[config.mk]
export PLATFORM = sky130hd
export DESIGN_NAME = gcd_sched_flat
export DESIGN_NICKNAME = d
export VERILOG_FILES = /design/src/rtl/gcd_pkg.sv /design/src/rtl/gcd_sched_if.sv /design/src/rtl/gcd_rr_arb.sv /design/src/rtl/gcd_sched.sv /design/src/flat_wrapper.sv
export SDC_FILE = /design/constraint.sdc
export NUM_CORES = 1
export LEC_CHECK = 0
export BUFFER_PORTS_ARGS = -buffer_cell sky130_fd_sc_hd__buf_2
export CORE_MARGIN = 10
export CORE_UTILIZATION = 45
export CTS_CLUSTER_DIAMETER = 30
export DETAILED_ROUTE_END_ITERATION = 6
export HOLD_SLACK_MARGIN = 0.15
export PLACE_DENSITY = 0.84
export SYNTH_ARGS = -nofsm -noshare
export SYNTH_HDL_FRONTEND = slang
export SYNTH_SLANG_ARGS = --single-unit
[constraint.sdc]
create_clock -name clk -period 4.78 [get_ports clk]
set_input_delay 0.239 -clock clk [delete_from_list [all_inputs] [get_ports clk]]
set_output_delay 0.239 -clock clk [all_outputs]
set_load 0.02 [all_outputs]
[src/rtl/gcd_pkg.sv]
// Shared types and constants for the GCD-core scheduler.
// Holds the FSM state type, the default operand width and the id-width helper.
package gcd_pkg;

  localparam int GCD_W = 16;

  typedef enum logic [1:0] {
    IDLE  = 2'd0,
    ISSUE = 2'd1,
    DRAIN = 2'd2,
    RESP  = 2'd3
  } sched_state_t;

  // Requester-index width, never narrower than one bit.
  function automatic int gcd_idw(input int n);
    return (n > 2) ? $clog2(n) : 1;
  endfunction

endpackage

[src/rtl/gcd_sched_if.sv]
// Request, response and core-side signals of the shared GCD scheduler.
// The master modport is the client/core side; the slave modport is the scheduler.
interface gcd_sched_if
  import gcd_pkg::*;
#(
  parameter int N_REQ = 4,
  parameter int W     = GCD_W,
  parameter int IDW   = gcd_idw(N_REQ)
);

  logic [N_REQ-1:0]   req_valid;
  logic [N_REQ*W-1:0] req_a;
  logic [N_REQ*W-1:0] req_b;
  logic [N_REQ-1:0]   req_ready;
  logic               rsp_valid;
  logic               rsp_ready;
  logic [IDW-1:0]     rsp_id;
  logic [W-1:0]       rsp_result;
  logic               rsp_err;
  logic               core_start;
  logic [W-1:0]       core_a;
  logic [W-1:0]       core_b;
  logic               core_done;
  logic [W-1:0]       core_result;
  logic               busy;

  modport master (
    output req_valid, req_a, req_b, rsp_ready, core_done, core_result,
    input  req_ready, rsp_valid, rsp_id, rsp_result, rsp_err,
           core_start, core_a, core_b, busy
  );

  modport slave (
    input  req_valid, req_a, req_b, rsp_ready, core_done, core_result,
    output req_ready, rsp_valid, rsp_id, rsp_result, rsp_err,
           core_start, core_a, core_b, busy
  );

endinterface

[src/rtl/gcd_rr_arb.sv]
// Combinational round-robin arbiter: first valid requester after ptr, with wrap.
// Zero latency; a grant is only ever produced for a requester whose valid is set.
module gcd_rr_arb #(
  parameter int N_REQ = 4,
  parameter int IDW   = 2
) (
  input  logic [N_REQ-1:0] req_valid,
  input  logic [IDW-1:0]   ptr,
  output logic [N_REQ-1:0] gnt,
  output logic [IDW-1:0]   gnt_idx,
  output logic             gnt_vld
);

  int             j;
  logic [IDW-1:0] cand;

  // Scan farthest-to-nearest so the nearest valid requester after ptr wins.
  always_comb begin
    gnt     = '0;
    gnt_idx = '0;
    gnt_vld = 1'b0;
    j       = 0;
    cand    = '0;
    for (int k = N_REQ; k >= 1; k--) begin
      j    = (int'(ptr) + k) % N_REQ;
      cand = IDW'(j);
      if (req_valid[cand]) begin
        gnt_idx = cand;
        gnt_vld = 1'b1;
      end
    end
    if (gnt_vld) gnt[gnt_idx] = 1'b1;
  end

endmodule

[src/rtl/gcd_sched.sv]
// Round-robin sharing of one GCD core; one request in flight, RESP holds under rsp_ready=0.
// GCD_SCHED_ZERO_BYPASS_EN: zero operands answer opA|opB instead of an error response.
module gcd_sched
  import gcd_pkg::*;
#(
  parameter int N_REQ = 4,
  parameter int W     = GCD_W
) (
  input  logic        clk,
  input  logic        rst,
  gcd_sched_if.slave  bus
);

  localparam int IDW = gcd_idw(N_REQ);

  sched_state_t   state_q, state_d;
  logic [IDW-1:0] ptr_q, ptr_d;
  logic [IDW-1:0] id_q, id_d;
  logic [W-1:0]   opa_q, opa_d;
  logic [W-1:0]   opb_q, opb_d;
  logic [W-1:0]   result_q, result_d;
  logic           err_q, err_d;

  logic [N_REQ-1:0] gnt;
  logic [IDW-1:0]   gnt_idx;
  logic             gnt_vld;
  logic [W-1:0]     sel_a, sel_b;

  gcd_rr_arb #(.N_REQ(N_REQ), .IDW(IDW)) u_arb (
    .req_valid (bus.req_valid),
    .ptr       (ptr_q),
    .gnt       (gnt),
    .gnt_idx   (gnt_idx),
    .gnt_vld   (gnt_vld)
  );

  assign sel_a = bus.req_a[int'(gnt_idx) * W +: W];
  assign sel_b = bus.req_b[int'(gnt_idx) * W +: W];

  always_comb begin
    state_d  = state_q;
    ptr_d    = ptr_q;
    id_d     = id_q;
    opa_d    = opa_q;
    opb_d    = opb_q;
    result_d = result_q;
    err_d    = err_q;
    case (state_q)
      IDLE: begin
        if (gnt_vld) begin
          opa_d = sel_a;
          opb_d = sel_b;
          id_d  = gnt_idx;
          ptr_d = gnt_idx;
          if (sel_a != '0 && sel_b != '0) begin
            err_d   = 1'b0;
            state_d = ISSUE;
          end else begin
            // The core never terminates on a zero operand, so it is answered here.
`ifdef GCD_SCHED_ZERO_BYPASS_EN
            result_d = sel_a | sel_b;
            err_d    = 1'b0;
`else
            result_d = '0;
            err_d    = 1'b1;
`endif
            state_d = RESP;
          end
        end
      end
      ISSUE: begin
        if (bus.core_done) begin
          result_d = bus.core_result;
          state_d  = DRAIN;
        end
      end
      // Wait for done to drop so the next start meets an idle core.
      DRAIN: if (!bus.core_done) state_d = RESP;
      RESP:  if (bus.rsp_ready) state_d = IDLE;
      default: state_d = IDLE;
    endcase
  end

  always_ff @(posedge clk or posedge rst) begin
    if (rst) begin
      state_q  <= IDLE;
      ptr_q    <= IDW'(N_REQ - 1);
      id_q     <= '0;
      opa_q    <= '0;
      opb_q    <= '0;
      result_q <= '0;
      err_q    <= 1'b0;
    end else begin
      state_q  <= state_d;
      ptr_q    <= ptr_d;
      id_q     <= id_d;
      opa_q    <= opa_d;
      opb_q    <= opb_d;
      result_q <= result_d;
      err_q    <= err_d;
    end
  end

  assign bus.req_ready  = (state_q == IDLE && !rst) ? gnt : '0;
  assign bus.rsp_valid  = (state_q == RESP);
  assign bus.rsp_id     = id_q;
  assign bus.rsp_result = result_q;
  assign bus.rsp_err    = err_q;
  assign bus.core_start = (state_q == ISSUE);
  assign bus.core_a     = opa_q;
  assign bus.core_b     = opb_q;
  assign bus.busy       = (state_q != IDLE);

endmodule

[src/flat_wrapper.sv]
// flat-port wrapper written by rule: the top's interface ports become plain ports
module gcd_sched_flat import gcd_pkg::*;
#(
  parameter int N_REQ = 4,
  parameter int W     = GCD_W
)
  (clk, rst, bus_req_valid, bus_req_a, bus_req_b, bus_rsp_ready, bus_core_done, bus_core_result, bus_req_ready, bus_rsp_valid, bus_rsp_id, bus_rsp_result, bus_rsp_err, bus_core_start, bus_core_a, bus_core_b, bus_busy);
  gcd_sched_if #(.N_REQ(N_REQ), .W(W)) bus_i ();
  input  logic clk;
  input  logic rst;
  input wire logic [$bits(bus_i.req_valid)-1:0] bus_req_valid;
  input wire logic [$bits(bus_i.req_a)-1:0] bus_req_a;
  input wire logic [$bits(bus_i.req_b)-1:0] bus_req_b;
  input wire logic [$bits(bus_i.rsp_ready)-1:0] bus_rsp_ready;
  input wire logic [$bits(bus_i.core_done)-1:0] bus_core_done;
  input wire logic [$bits(bus_i.core_result)-1:0] bus_core_result;
  output wire logic [$bits(bus_i.req_ready)-1:0] bus_req_ready;
  output wire logic [$bits(bus_i.rsp_valid)-1:0] bus_rsp_valid;
  output wire logic [$bits(bus_i.rsp_id)-1:0] bus_rsp_id;
  output wire logic [$bits(bus_i.rsp_result)-1:0] bus_rsp_result;
  output wire logic [$bits(bus_i.rsp_err)-1:0] bus_rsp_err;
  output wire logic [$bits(bus_i.core_start)-1:0] bus_core_start;
  output wire logic [$bits(bus_i.core_a)-1:0] bus_core_a;
  output wire logic [$bits(bus_i.core_b)-1:0] bus_core_b;
  output wire logic [$bits(bus_i.busy)-1:0] bus_busy;
  assign bus_i.req_valid = bus_req_valid;
  assign bus_i.req_a = bus_req_a;
  assign bus_i.req_b = bus_req_b;
  assign bus_i.rsp_ready = bus_rsp_ready;
  assign bus_i.core_done = bus_core_done;
  assign bus_i.core_result = bus_core_result;
  assign bus_req_ready = bus_i.req_ready;
  assign bus_rsp_valid = bus_i.rsp_valid;
  assign bus_rsp_id = bus_i.rsp_id;
  assign bus_rsp_result = bus_i.rsp_result;
  assign bus_rsp_err = bus_i.rsp_err;
  assign bus_core_start = bus_i.core_start;
  assign bus_core_a = bus_i.core_a;
  assign bus_core_b = bus_i.core_b;
  assign bus_busy = bus_i.busy;
  gcd_sched #(.N_REQ(N_REQ), .W(W)) u_core (.clk(clk), .rst(rst), .bus(bus_i));
endmodule
==> results.toml <==
[floorplan]
initial_core_util_pct = 46.9
die_h_um = 110
rows = 32
die_area_mm2 = 0.0122
core_mm2 = 0.00785
ios = 210
fp.dieW_um = 110

[cts]
clock_tree.htree_level_count = 2
clkSlewWorstSetupHoldPaths_ns = 0.11
cts_made_buffers = 5
cts_hold_buf = 0
clockRootBuffer = "clkbuf_8"
clk_path_buf_depth = 2
clock_latency_ns = 0.31
cts.sinks = 55
cts_setup_buffers = 0
cts_tree = "done"
cts_resized = 0

[finish]
layout_common_cells = "buf_2 (209), nand2_1 (55), dfrtp_1 (53)"
final_util_pct = 62.3
seq_area_mm2 = 0.00138
layout-drive-gt1-share_pct = 43.9
final_cell_area_mm2 = 0.00489
multi_input_comb_area_mm2 = 0.00205
fin_nets = 739
area_growth_pct = 32.9
final_common_cell = "buf_2"
fillers = 682

[detailed_routing]
viasPerCell = 5.41
dr.pass1.iters = 4
ant_nets = 0
drc = 0
drt_iter0_markers = 155
vias = 3714
wl_per_cell_um = 18.0
wl_um = 12300

[global_route]
antenna_found_initial = 1
grt_pass1_vias = 4075
overflow = 0
use_met2_pct = 33.6
grt_pass1_wl_um = 20000
use_met1_pct = 22.4
gr-usage-met3_pct = 5.19
grt_max_degree = 56
grt-busiest-layer = "met2"
grt_usage_pct = 19.1

[pwr]
peakVddDrop_v = 0.000305
powerDensity_mw_per_mm2 = 597
power.leakage_nw = 2.66

[timing]
finalHoldViolCount = 0
fmax_mhz = 267
worst_pin_slew_ns = 0.863
period_share_pct = 78.2
rsz0062_at_grt = "false"
finalClockSkew_ns = 0.00694
finalSetupViolCount = 0
setup_tns_ns = 0
maxSlewViolCount = 0
slew_headroom_pct = 42.5
period_minus_slack_ns = 3.74

[logic_synthesis]
synthArstFlopShare_pct = 100
avgSynthCellArea_um2 = 9.60
ys_seq_elements = 55
yosysWarningCount = 0
syn-num-nets = 540
synth_cells = 383
synth_largest_area_cell = "dfrtp_1"
synth_ff_type = "dfrtp_1"
synth-edff-count = 0
seq_area_frac_synth_pct = 37.5
synth.top_cell.area_share_pct = 36.1
synth_area_mm2 = 0.00368
synth.area.top_cells = "dfrtp_1 (36%), mux2i_1 (10%), a211oi_1 (6.5%)"
synth.distinct_cells = 46

[place]
dp_hpwl_um = 10100
io_buffers = 209
place_area_mm2 = 0.00479
place_congestion = 0.891

[critical_path]
crit_required_ns = 4.94
critPathArrivalTime_ns = 3.90
slowest_delay_ns = 0.72
r2r_end = "u_core.bus.rsp_result[12]"
crit_path_start_kind = "register"
reg2reg_depth = 8
path_cells = "nand2b_2, o21ai_2, a211oi_4, mux4_1, nor4_2, nand3_2, o211ai_2, o22ai_1"
rr_startpoint = "u_core.ptr_q[0]"
critPathCaptureType = "register"
ff2ff_setup_slack_ns = 1.04
slowest_stage = "o211ai_2"
worstSetupPathType = "register to register"
critPathMaxFanout = 15

[flow_run]
cap_violations = 0

[outcome]
outcome = "finished clean"

[hold_path]
hold_path.class = "input port to asynchronous set/reset pin"
worst max path at each step:
stage | from | to | slack, ns | cells after the start
floorplan | u_core.ptr_q[0] | u_core.bus.rsp_result[0] | 1.98 | 9
global placement | u_core.ptr_q[0] | u_core.bus.rsp_result[13] | 1.13 | 8
detailed placement | u_core.ptr_q[0] | u_core.bus.rsp_result[12] | 1.02 | 8
CTS | u_core.ptr_q[0] | u_core.bus.rsp_result[12] | 0.99 | 8
global route | u_core.ptr_q[0] | u_core.bus.rsp_result[10] | 0.74 | 9
finish | u_core.ptr_q[0] | u_core.bus.rsp_result[12] | 1.04 | 8
state kept, by name, indices dropped and copies added, names as in the netlist:
signal	cells
u_core.bus.core_a	16
u_core.bus.core_b	16
u_core.bus.rsp_result	16
u_core.bus.rsp_id	2
u_core.ptr_q	2
u_core.state_q	2
u_core.bus.rsp_err	1
worst max-delay path, delay by kind of cell (launching register included):
| family | cells | cell delay [ns] |
|---|---|---|
| mux | 1 | 0.67 |
| compound gates | 4 | 1.65 |
| simple gates | 3 | 0.69 |
| flops | 1 | 0.57 |
logic make-up (layout without fill, tap and decap cells):
group	after synthesis	in the layout	synth area share, %
buffers and inverters	61	261	7.48
flip-flops	55	55	37.5
AO/OA/AOI/OAI	90	90	19.8
AND/OR/NAND/NOR	125	125	17.2
adder cells (fa/ha/maj)	5	5	1.70
other	0	1	0
multiplexers	47	47	16.4
layer usage:
| metal | up-vias | routed length, µm |
|---|---|---|
| met3 | 23 | 827 |
| li1 | 1785 | - |
| met5 | - | 0 |
| met1 | 1733 | 5150 |
| met4 | 0 | 220 |
| met2 | 173 | 6130 |
synthesized netlist by cell type (2+ instances only):
cell,n
dfrtp_1,53
buf_1,2
a21o_1,17
nand2b_1,2
nand3_1,4
and2_1,16
mux2i_1,37
clkbuf_1,13
nand2_1,56
ha_1,5
o22ai_1,6
nor3_1,4
a211oi_2,2
inv_1,37
a211oi_1,32
a21oi_1,6
nand4_1,2
or3_1,2
nor2_1,8
and3_1,6
nor4_2,2
mux4_2,8
o21ai_0,6
o22ai_2,10
buf_2,4
mux4_1,2
dfstp_2,2
nor4_1,18
buf_6,4
stage by stage:
step	hold WS, ns	power (mW)	instances	setup slack [ns]
final	0.133	2.92	686	1.04
after global routing	0.165	3.15	686	0.743
after CTS	0.153	2.95	685	0.992
after detailed placement	0.458	2.66	677	1.02
after global placement	0.455	2.59	677	1.13
after floorplan	0.386	2.12	383	1.98
where the power goes:
part / switching [mW] / leakage (nW) / total (mW) / internal [mW]
registers: 0.131 / 0.671 / 0.836 / 0.705
clock network: 0.171 / 0.0502 / 0.280 / 0.109
logic: 1.11 / 1.94 / 1.80 / 0.691
final cells by class:
cell class	instances	area share, %
antenna	1	0.0512
clock buffer	5	1.41
timing repair buffer	216	22.5
multi-input combinational	267	41.8
inverter	37	2.84
tap	102	2.61
sequential	55	28.2
clock inverter	3	0.589
Power figures use the tool's default switching activity.
